**config.mk**
```make
export PLATFORM = sky130hd
export DESIGN_NAME = rle1_arb_flat
export DESIGN_NICKNAME = d
export VERILOG_FILES = /design/src/rtl/rle1_arb_if.sv /design/src/rtl/rle1_arb.sv /design/src/flat_wrapper.sv
export SDC_FILE = /design/constraint.sdc
export NUM_CORES = 1
export LEC_CHECK = 0
export BUFFER_PORTS_ARGS = -buffer_cell sky130_fd_sc_hd__buf_2
export CAP_MARGIN = 20
export CORE_MARGIN = 5
export CORE_UTILIZATION = 36
export CTS_CLUSTER_SIZE = 16
export DETAILED_ROUTE_END_ITERATION = 6
export PLACE_DENSITY = 0.82
export SLEW_MARGIN = 40
export SYNTH_ARGS = -nofsm -noshare
export SYNTH_HDL_FRONTEND = slang
export SYNTH_SLANG_ARGS = --single-unit
```
**constraint.sdc**
```tcl
create_clock -name clk -period 2.4 [get_ports clk]
set_clock_uncertainty 0.2 [all_clocks]
set_input_delay 0.36 -clock clk [delete_from_list [all_inputs] [get_ports clk]]
set_output_delay 0.36 -clock clk [all_outputs]
set_load 0.01 [all_outputs]
```
**src/rtl/rle1_arb_if.sv**
```systemverilog
// Channel bundle between two RLE requesters, the shared rle1 decoder and the arbiter.
// The arbiter connects through the slave modport; the environment drives the master side.
interface rle1_arb_if;
    logic [5:0]  req0_in;
    logic        req0_in_vld;
    logic        req0_in_rdy;
    logic [5:0]  req1_in;
    logic        req1_in_vld;
    logic        req1_in_rdy;
    logic [5:0]  dec_in;
    logic        dec_in_vld;
    logic        dec_in_rdy;
    logic [1:0]  dec_out;
    logic        dec_out_vld;
    logic        dec_out_rdy;
    logic [1:0]  out0;
    logic        out0_vld;
    logic        out0_rdy;
    logic [1:0]  out1;
    logic        out1_vld;
    logic        out1_rdy;
    logic        grant;
    logic        busy;
    logic [15:0] pkt_cnt0;
    logic [15:0] pkt_cnt1;

    modport slave (
        input  req0_in, req0_in_vld, req1_in, req1_in_vld,
        input  dec_in_rdy, dec_out, dec_out_vld, out0_rdy, out1_rdy,
        output req0_in_rdy, req1_in_rdy, dec_in, dec_in_vld, dec_out_rdy,
        output out0, out0_vld, out1, out1_vld, grant, busy, pkt_cnt0, pkt_cnt1
    );

    modport master (
        output req0_in, req0_in_vld, req1_in, req1_in_vld,
        output dec_in_rdy, dec_out, dec_out_vld, out0_rdy, out1_rdy,
        input  req0_in_rdy, req1_in_rdy, dec_in, dec_in_vld, dec_out_rdy,
        input  out0, out0_vld, out1, out1_vld, grant, busy, pkt_cnt0, pkt_cnt1
    );
endinterface

```
**src/rtl/rle1_arb.sv**
```systemverilog
// Two-requester round-robin arbiter owning one rle1 decoder for a whole packet (feed + drain).
// Optional build macro RLE1_ARB_STATS_EN adds per-requester completed-packet counters.
module rle1_arb (
    input  logic         clk,
    input  logic         reset,
    rle1_arb_if.slave    bus
);

    typedef enum logic [1:0] {IDLE, FEED, DRAIN} state_t;

    state_t state_q, state_d;
    logic   grant_q, grant_d;
    logic   ptr_q, ptr_d;

    logic [5:0] sel_in;
    logic       sel_in_vld;
    logic       sel_out_rdy;

    assign sel_in      = grant_q ? bus.req1_in     : bus.req0_in;
    assign sel_in_vld  = grant_q ? bus.req1_in_vld : bus.req0_in_vld;
    assign sel_out_rdy = grant_q ? bus.out1_rdy    : bus.out0_rdy;

    assign bus.grant = grant_q;
    assign bus.busy  = (state_q != IDLE);

    // NOTE: every signal written here gets a default first, so no path can leave one unassigned and infer a latch.
    always_comb begin
        state_d         = state_q;
        grant_d         = grant_q;
        ptr_d           = ptr_q;
        bus.req0_in_rdy = 1'b0;
        bus.req1_in_rdy = 1'b0;
        bus.dec_in      = 6'd0;
        bus.dec_in_vld  = 1'b0;
        bus.dec_out_rdy = 1'b0;
        bus.out0        = 2'b00;
        bus.out0_vld    = 1'b0;
        bus.out1        = 2'b00;
        bus.out1_vld    = 1'b0;

        // Decoded stream is routed to the owner in both FEED and DRAIN.
        if (state_q != IDLE) begin
            bus.dec_out_rdy = sel_out_rdy;
            if (grant_q) begin
                bus.out1     = bus.dec_out;
                bus.out1_vld = bus.dec_out_vld;
            end else begin
                bus.out0     = bus.dec_out;
                bus.out0_vld = bus.dec_out_vld;
            end
        end

        unique case (state_q)
            IDLE: begin
                if (bus.req0_in_vld || bus.req1_in_vld) begin
                    if (ptr_q) grant_d = bus.req1_in_vld ? 1'b1 : 1'b0;
                    else       grant_d = bus.req0_in_vld ? 1'b0 : 1'b1;
                    state_d = FEED;
                end
            end
            FEED: begin
                bus.dec_in     = sel_in;
                bus.dec_in_vld = sel_in_vld;
                if (grant_q) bus.req1_in_rdy = bus.dec_in_rdy;
                else         bus.req0_in_rdy = bus.dec_in_rdy;
                if (sel_in_vld && bus.dec_in_rdy && sel_in[0]) state_d = DRAIN;
            end
            DRAIN: begin
                // Only a decoded last seen here closes the packet.
                if (bus.dec_out_vld && sel_out_rdy && bus.dec_out[0]) begin
                    state_d = IDLE;
                    ptr_d   = ~grant_q;
                end
            end
            default: state_d = IDLE;
        endcase
    end

    // NOTE: state registers use non-blocking assignments so every flop samples pre-edge values.
    always_ff @(posedge clk) begin
        if (!reset) begin
            state_q <= IDLE;
            grant_q <= 1'b0;
            ptr_q   <= 1'b0;
        end else begin
            state_q <= state_d;
            grant_q <= grant_d;
            ptr_q   <= ptr_d;
        end
    end

`ifdef RLE1_ARB_STATS_EN
    logic [15:0] cnt0_q, cnt1_q;
    logic        pkt_done;

    assign pkt_done = (state_q == DRAIN) && bus.dec_out_vld && sel_out_rdy && bus.dec_out[0];

    // Counters wrap naturally at 16 bits.
    always_ff @(posedge clk) begin
        if (!reset) begin
            cnt0_q <= 16'h0000;
            cnt1_q <= 16'h0000;
        end else if (pkt_done) begin
            if (grant_q) cnt1_q <= cnt1_q + 16'h0001;
            else         cnt0_q <= cnt0_q + 16'h0001;
        end
    end

    assign bus.pkt_cnt0 = cnt0_q;
    assign bus.pkt_cnt1 = cnt1_q;
`else
    assign bus.pkt_cnt0 = 16'h0000;
    assign bus.pkt_cnt1 = 16'h0000;
`endif

endmodule

```
**src/flat_wrapper.sv**
```systemverilog
// flat-port wrapper written by rule: the top's interface ports become plain ports
module rle1_arb_flat 
  (clk, reset, bus_req0_in, bus_req0_in_vld, bus_req1_in, bus_req1_in_vld, bus_dec_in_rdy, bus_dec_out, bus_dec_out_vld, bus_out0_rdy, bus_out1_rdy, bus_req0_in_rdy, bus_req1_in_rdy, bus_dec_in, bus_dec_in_vld, bus_dec_out_rdy, bus_out0, bus_out0_vld, bus_out1, bus_out1_vld, bus_grant, bus_busy, bus_pkt_cnt0, bus_pkt_cnt1);
  rle1_arb_if bus_i ();
  input  logic clk;
  input  logic reset;
  input wire logic [$bits(bus_i.req0_in)-1:0] bus_req0_in;
  input wire logic [$bits(bus_i.req0_in_vld)-1:0] bus_req0_in_vld;
  input wire logic [$bits(bus_i.req1_in)-1:0] bus_req1_in;
  input wire logic [$bits(bus_i.req1_in_vld)-1:0] bus_req1_in_vld;
  input wire logic [$bits(bus_i.dec_in_rdy)-1:0] bus_dec_in_rdy;
  input wire logic [$bits(bus_i.dec_out)-1:0] bus_dec_out;
  input wire logic [$bits(bus_i.dec_out_vld)-1:0] bus_dec_out_vld;
  input wire logic [$bits(bus_i.out0_rdy)-1:0] bus_out0_rdy;
  input wire logic [$bits(bus_i.out1_rdy)-1:0] bus_out1_rdy;
  output wire logic [$bits(bus_i.req0_in_rdy)-1:0] bus_req0_in_rdy;
  output wire logic [$bits(bus_i.req1_in_rdy)-1:0] bus_req1_in_rdy;
  output wire logic [$bits(bus_i.dec_in)-1:0] bus_dec_in;
  output wire logic [$bits(bus_i.dec_in_vld)-1:0] bus_dec_in_vld;
  output wire logic [$bits(bus_i.dec_out_rdy)-1:0] bus_dec_out_rdy;
  output wire logic [$bits(bus_i.out0)-1:0] bus_out0;
  output wire logic [$bits(bus_i.out0_vld)-1:0] bus_out0_vld;
  output wire logic [$bits(bus_i.out1)-1:0] bus_out1;
  output wire logic [$bits(bus_i.out1_vld)-1:0] bus_out1_vld;
  output wire logic [$bits(bus_i.grant)-1:0] bus_grant;
  output wire logic [$bits(bus_i.busy)-1:0] bus_busy;
  output wire logic [$bits(bus_i.pkt_cnt0)-1:0] bus_pkt_cnt0;
  output wire logic [$bits(bus_i.pkt_cnt1)-1:0] bus_pkt_cnt1;
  assign bus_i.req0_in = bus_req0_in;
  assign bus_i.req0_in_vld = bus_req0_in_vld;
  assign bus_i.req1_in = bus_req1_in;
  assign bus_i.req1_in_vld = bus_req1_in_vld;
  assign bus_i.dec_in_rdy = bus_dec_in_rdy;
  assign bus_i.dec_out = bus_dec_out;
  assign bus_i.dec_out_vld = bus_dec_out_vld;
  assign bus_i.out0_rdy = bus_out0_rdy;
  assign bus_i.out1_rdy = bus_out1_rdy;
  assign bus_req0_in_rdy = bus_i.req0_in_rdy;
  assign bus_req1_in_rdy = bus_i.req1_in_rdy;
  assign bus_dec_in = bus_i.dec_in;
  assign bus_dec_in_vld = bus_i.dec_in_vld;
  assign bus_dec_out_rdy = bus_i.dec_out_rdy;
  assign bus_out0 = bus_i.out0;
  assign bus_out0_vld = bus_i.out0_vld;
  assign bus_out1 = bus_i.out1;
  assign bus_out1_vld = bus_i.out1_vld;
  assign bus_grant = bus_i.grant;
  assign bus_busy = bus_i.busy;
  assign bus_pkt_cnt0 = bus_i.pkt_cnt0;
  assign bus_pkt_cnt1 = bus_i.pkt_cnt1;
  rle1_arb u_core (.clk(clk), .reset(reset), .bus(bus_i));
endmodule
```
==> results.yml <==
sta:
  rsz0062_at_grt: "no"
  max_freq_ghz: 0.5037
  slew_violations: 0
  setup_tns_ps: 0
  post-route-period-util_pct: 82.71
  hold_violations: 0
  fin_crit_ps: 1985
  finalSetupViolations: 0
synthesis:
  syn_inst: 85
  ys_ff_latch: 4
  avgSynthCellArea_um2: 7.566
  synth_edf_count: 0
  synth_ff_type: "dfxtp_1"
  ys_seq_area_share_pct: 12.45
  synth_area_um2: 643.1
  synthArstFlopShare_pct: 0
  synth_cell_types: 23
  synth_warnings: 0
power_and_ir_drop:
  swShare_pct: 38.49
  power_frac_seq_pct: 27.4
  p_leak_nw: 0.4475
  p_clk_share_pct: 29.7
  intPower_mw: 0.1707
  p_total_mw: 0.2775
  max-vdd-ir-drop_mv: 0.1575
  p_per_area_nw_per_um2: 365.4
  netSwitchingPower_mw: 0.1068
  p_comb_share_pct: 42.9
cells_and_area:
  fillers: 175
  finalCoreUtilization_pct: 44.47
  nets: 149
  areaGrowthSynthToFinish_pct: 18.09
  drive_gt1_share_pct: 35.20
  insertedDiodeCount: 0
  design_area_um2: 759.5
clock_tree:
  htreeDepth: 1
  clockRootBuffer: "clkbuf_4"
  clock_sinks: 4
  path_clk_slew_ps: 30
  post_cts_resized: 0
  postCtsHoldBufs: 0
  postCtsSetupBuffers: 0
  cts_tree: "built"
  numCtsBuffers: 3
  clk-insertion-delay-late_ps: 240
  cts.path.max_buffers: 2
grt:
  grt_pass1_wl_um: 2194
  overflow: 0
  antenna_found_initial: 0
  grt_max_degree: 12
  grt_util_all_layers_pct: 10.74
  grt_pass1_vias: 532
route:
  viasPerCell: 4.033
  drcViolationCount: 0
  vias: 605
  ant_nets: 0
  routed_wirelength_um: 1584
  post_drt_wl_per_cell_um: 10.56
  dr.pass1.iters: 4
  drtIter0Drc: 3
floorplan:
  num_rows: 15
  die-area_um2: 2732
  die_h_um: 52.27
  start_util_pct: 37.66
  die-width_um: 52.27
  pin_count: 72
  core_um2: 1708
setup_path:
  crit_type: "reg -> out"
  path_max_fanout: 7
  arrival_ps: 1430
  r2r_slack_ps: 760
  worstPathRequired_ps: 1840
  worstSetupStartpointType: "flip-flop"
  critPathCaptureType: "output pin"
min_path:
  hp-class: "in -> reg"
place:
  place_congestion: 0.7702
  portBuffers: 39
  place_area_um2: 737.0
  hpwl_um: 1393
run_status:
  status: "complete, no violations"
flow_run:
  maxCapViolCount: 0
routing by layer:
layer | global-route usage [%] | part of all wire (%) | vias up
met5 | 0 | 0 | -
met4 | 5.957 | 0 | 0
met3 | 3.989 | 11 | 0
met2 | 18.41 | 54 | 32
met1 | 11.21 | 35 | 267
li1 | - | - | 306
Yosys cell counts (2+ instances only):
cell | count | share of area [%]
mux2i_1 | 8 | 12
buf_4 | 32 | 37
nor2_1 | 10 | 5.8
inv_1 | 3 | 1.8
o21a_1 | 2 | 2.3
nor3_1 | 2 | 1.6
dfxtp_1 | 4 | 12
nand2_1 | 2 | 1.2
and3_1 | 4 | 3.9
nand4b_1 | 2 | 2.7
nor3b_1 | 4 | 4.7
final cells by class:
type                    count  area (um2)  share of cell area [%]
clock buffers               3       22.52                   2.965
inverters                   3       11.26                   1.483
multi-input cells          75       411.6                   54.20
flip-flops and latches      4       80.08                   10.54
well taps                  25       31.28                   4.119
repair buffers             40       202.7                   26.69
layout by cell type (no fill, tap or decap), types with 2 or more instances in the layout:
cell,count
and3_1,4
buf_2,39
clkbuf_4,3
conb_1,32
dfxtp_1,4
inv_1,3
mux2i_1,8
nand2_1,2
nand4b_1,2
nor2_1,10
nor3_1,2
nor3b_1,4
o21a_1,2
cells by family (layout without fill, tap and decap cells):
kind of cell           after synthesis  count (layout)  synth area share [%]
buffers and inverters               37              46                 41.63
AND/OR/NAND/NOR                     28              28                 23.93
multiplexers                         8               8                 12.45
AO/OA/AOI/OAI                        7               7                 8.947
flip-flops                           4               4                 12.45
other                                1              32                0.5831
critical path, stage by stage (launching register included):
cell     delay (ps)
dfxtp_1         360
nor2_1          350
inv_1           150
and3_1          200
buf_2           130
per-stage QoR:
stage | cells | hold WS, ps | setup slack (ps)
floorplan | 116 | 277.5 | 834.1
global placement | 147 | 313.9 | 713.2
detailed placement | 147 | 335.0 | 663.5
CTS | 150 | 171.6 | 416.0
global route | 150 | 175.1 | 280.6
finish | 150 | 179.4 | 414.9
path summary, 6_finish.rpt:
| kind | from | end | cells after the start |
|---|---|---|---|
| worst max register to register | u_core.bus.grant$_SDFFE_PN0P_ | u_core.state_q[0]$_SDFFE_PN0P_ | 4 |
| worst min-delay path | reset | u_core.ptr_q$_SDFFE_PN0P_ | 2 |
| worst max-delay path | u_core.state_q[0]$_SDFFE_PN0P_ | bus_out1_vld | 4 |
| worst min register to register | u_core.ptr_q$_SDFFE_PN0P_ | u_core.ptr_q$_SDFFE_PN0P_ | 2 |
sequential cells by signal, summed over array words and instances, names as in the netlist:
name and flops:
u_core.bus.grant 1, u_core.ptr_q 1, u_core.state_q 2
power groups by stage:
stage               clock (mW)  sequential [mW]  combinational [mW]
floorplan                    0           0.0751               0.113
global placement             0           0.0764               0.115
detailed placement           0           0.0767               0.118
CTS                     0.0869           0.0757               0.118
global route            0.0934           0.0766               0.133
finish                  0.0824           0.0760               0.119
No activity file was read; power rests on OpenSTA's default activity.
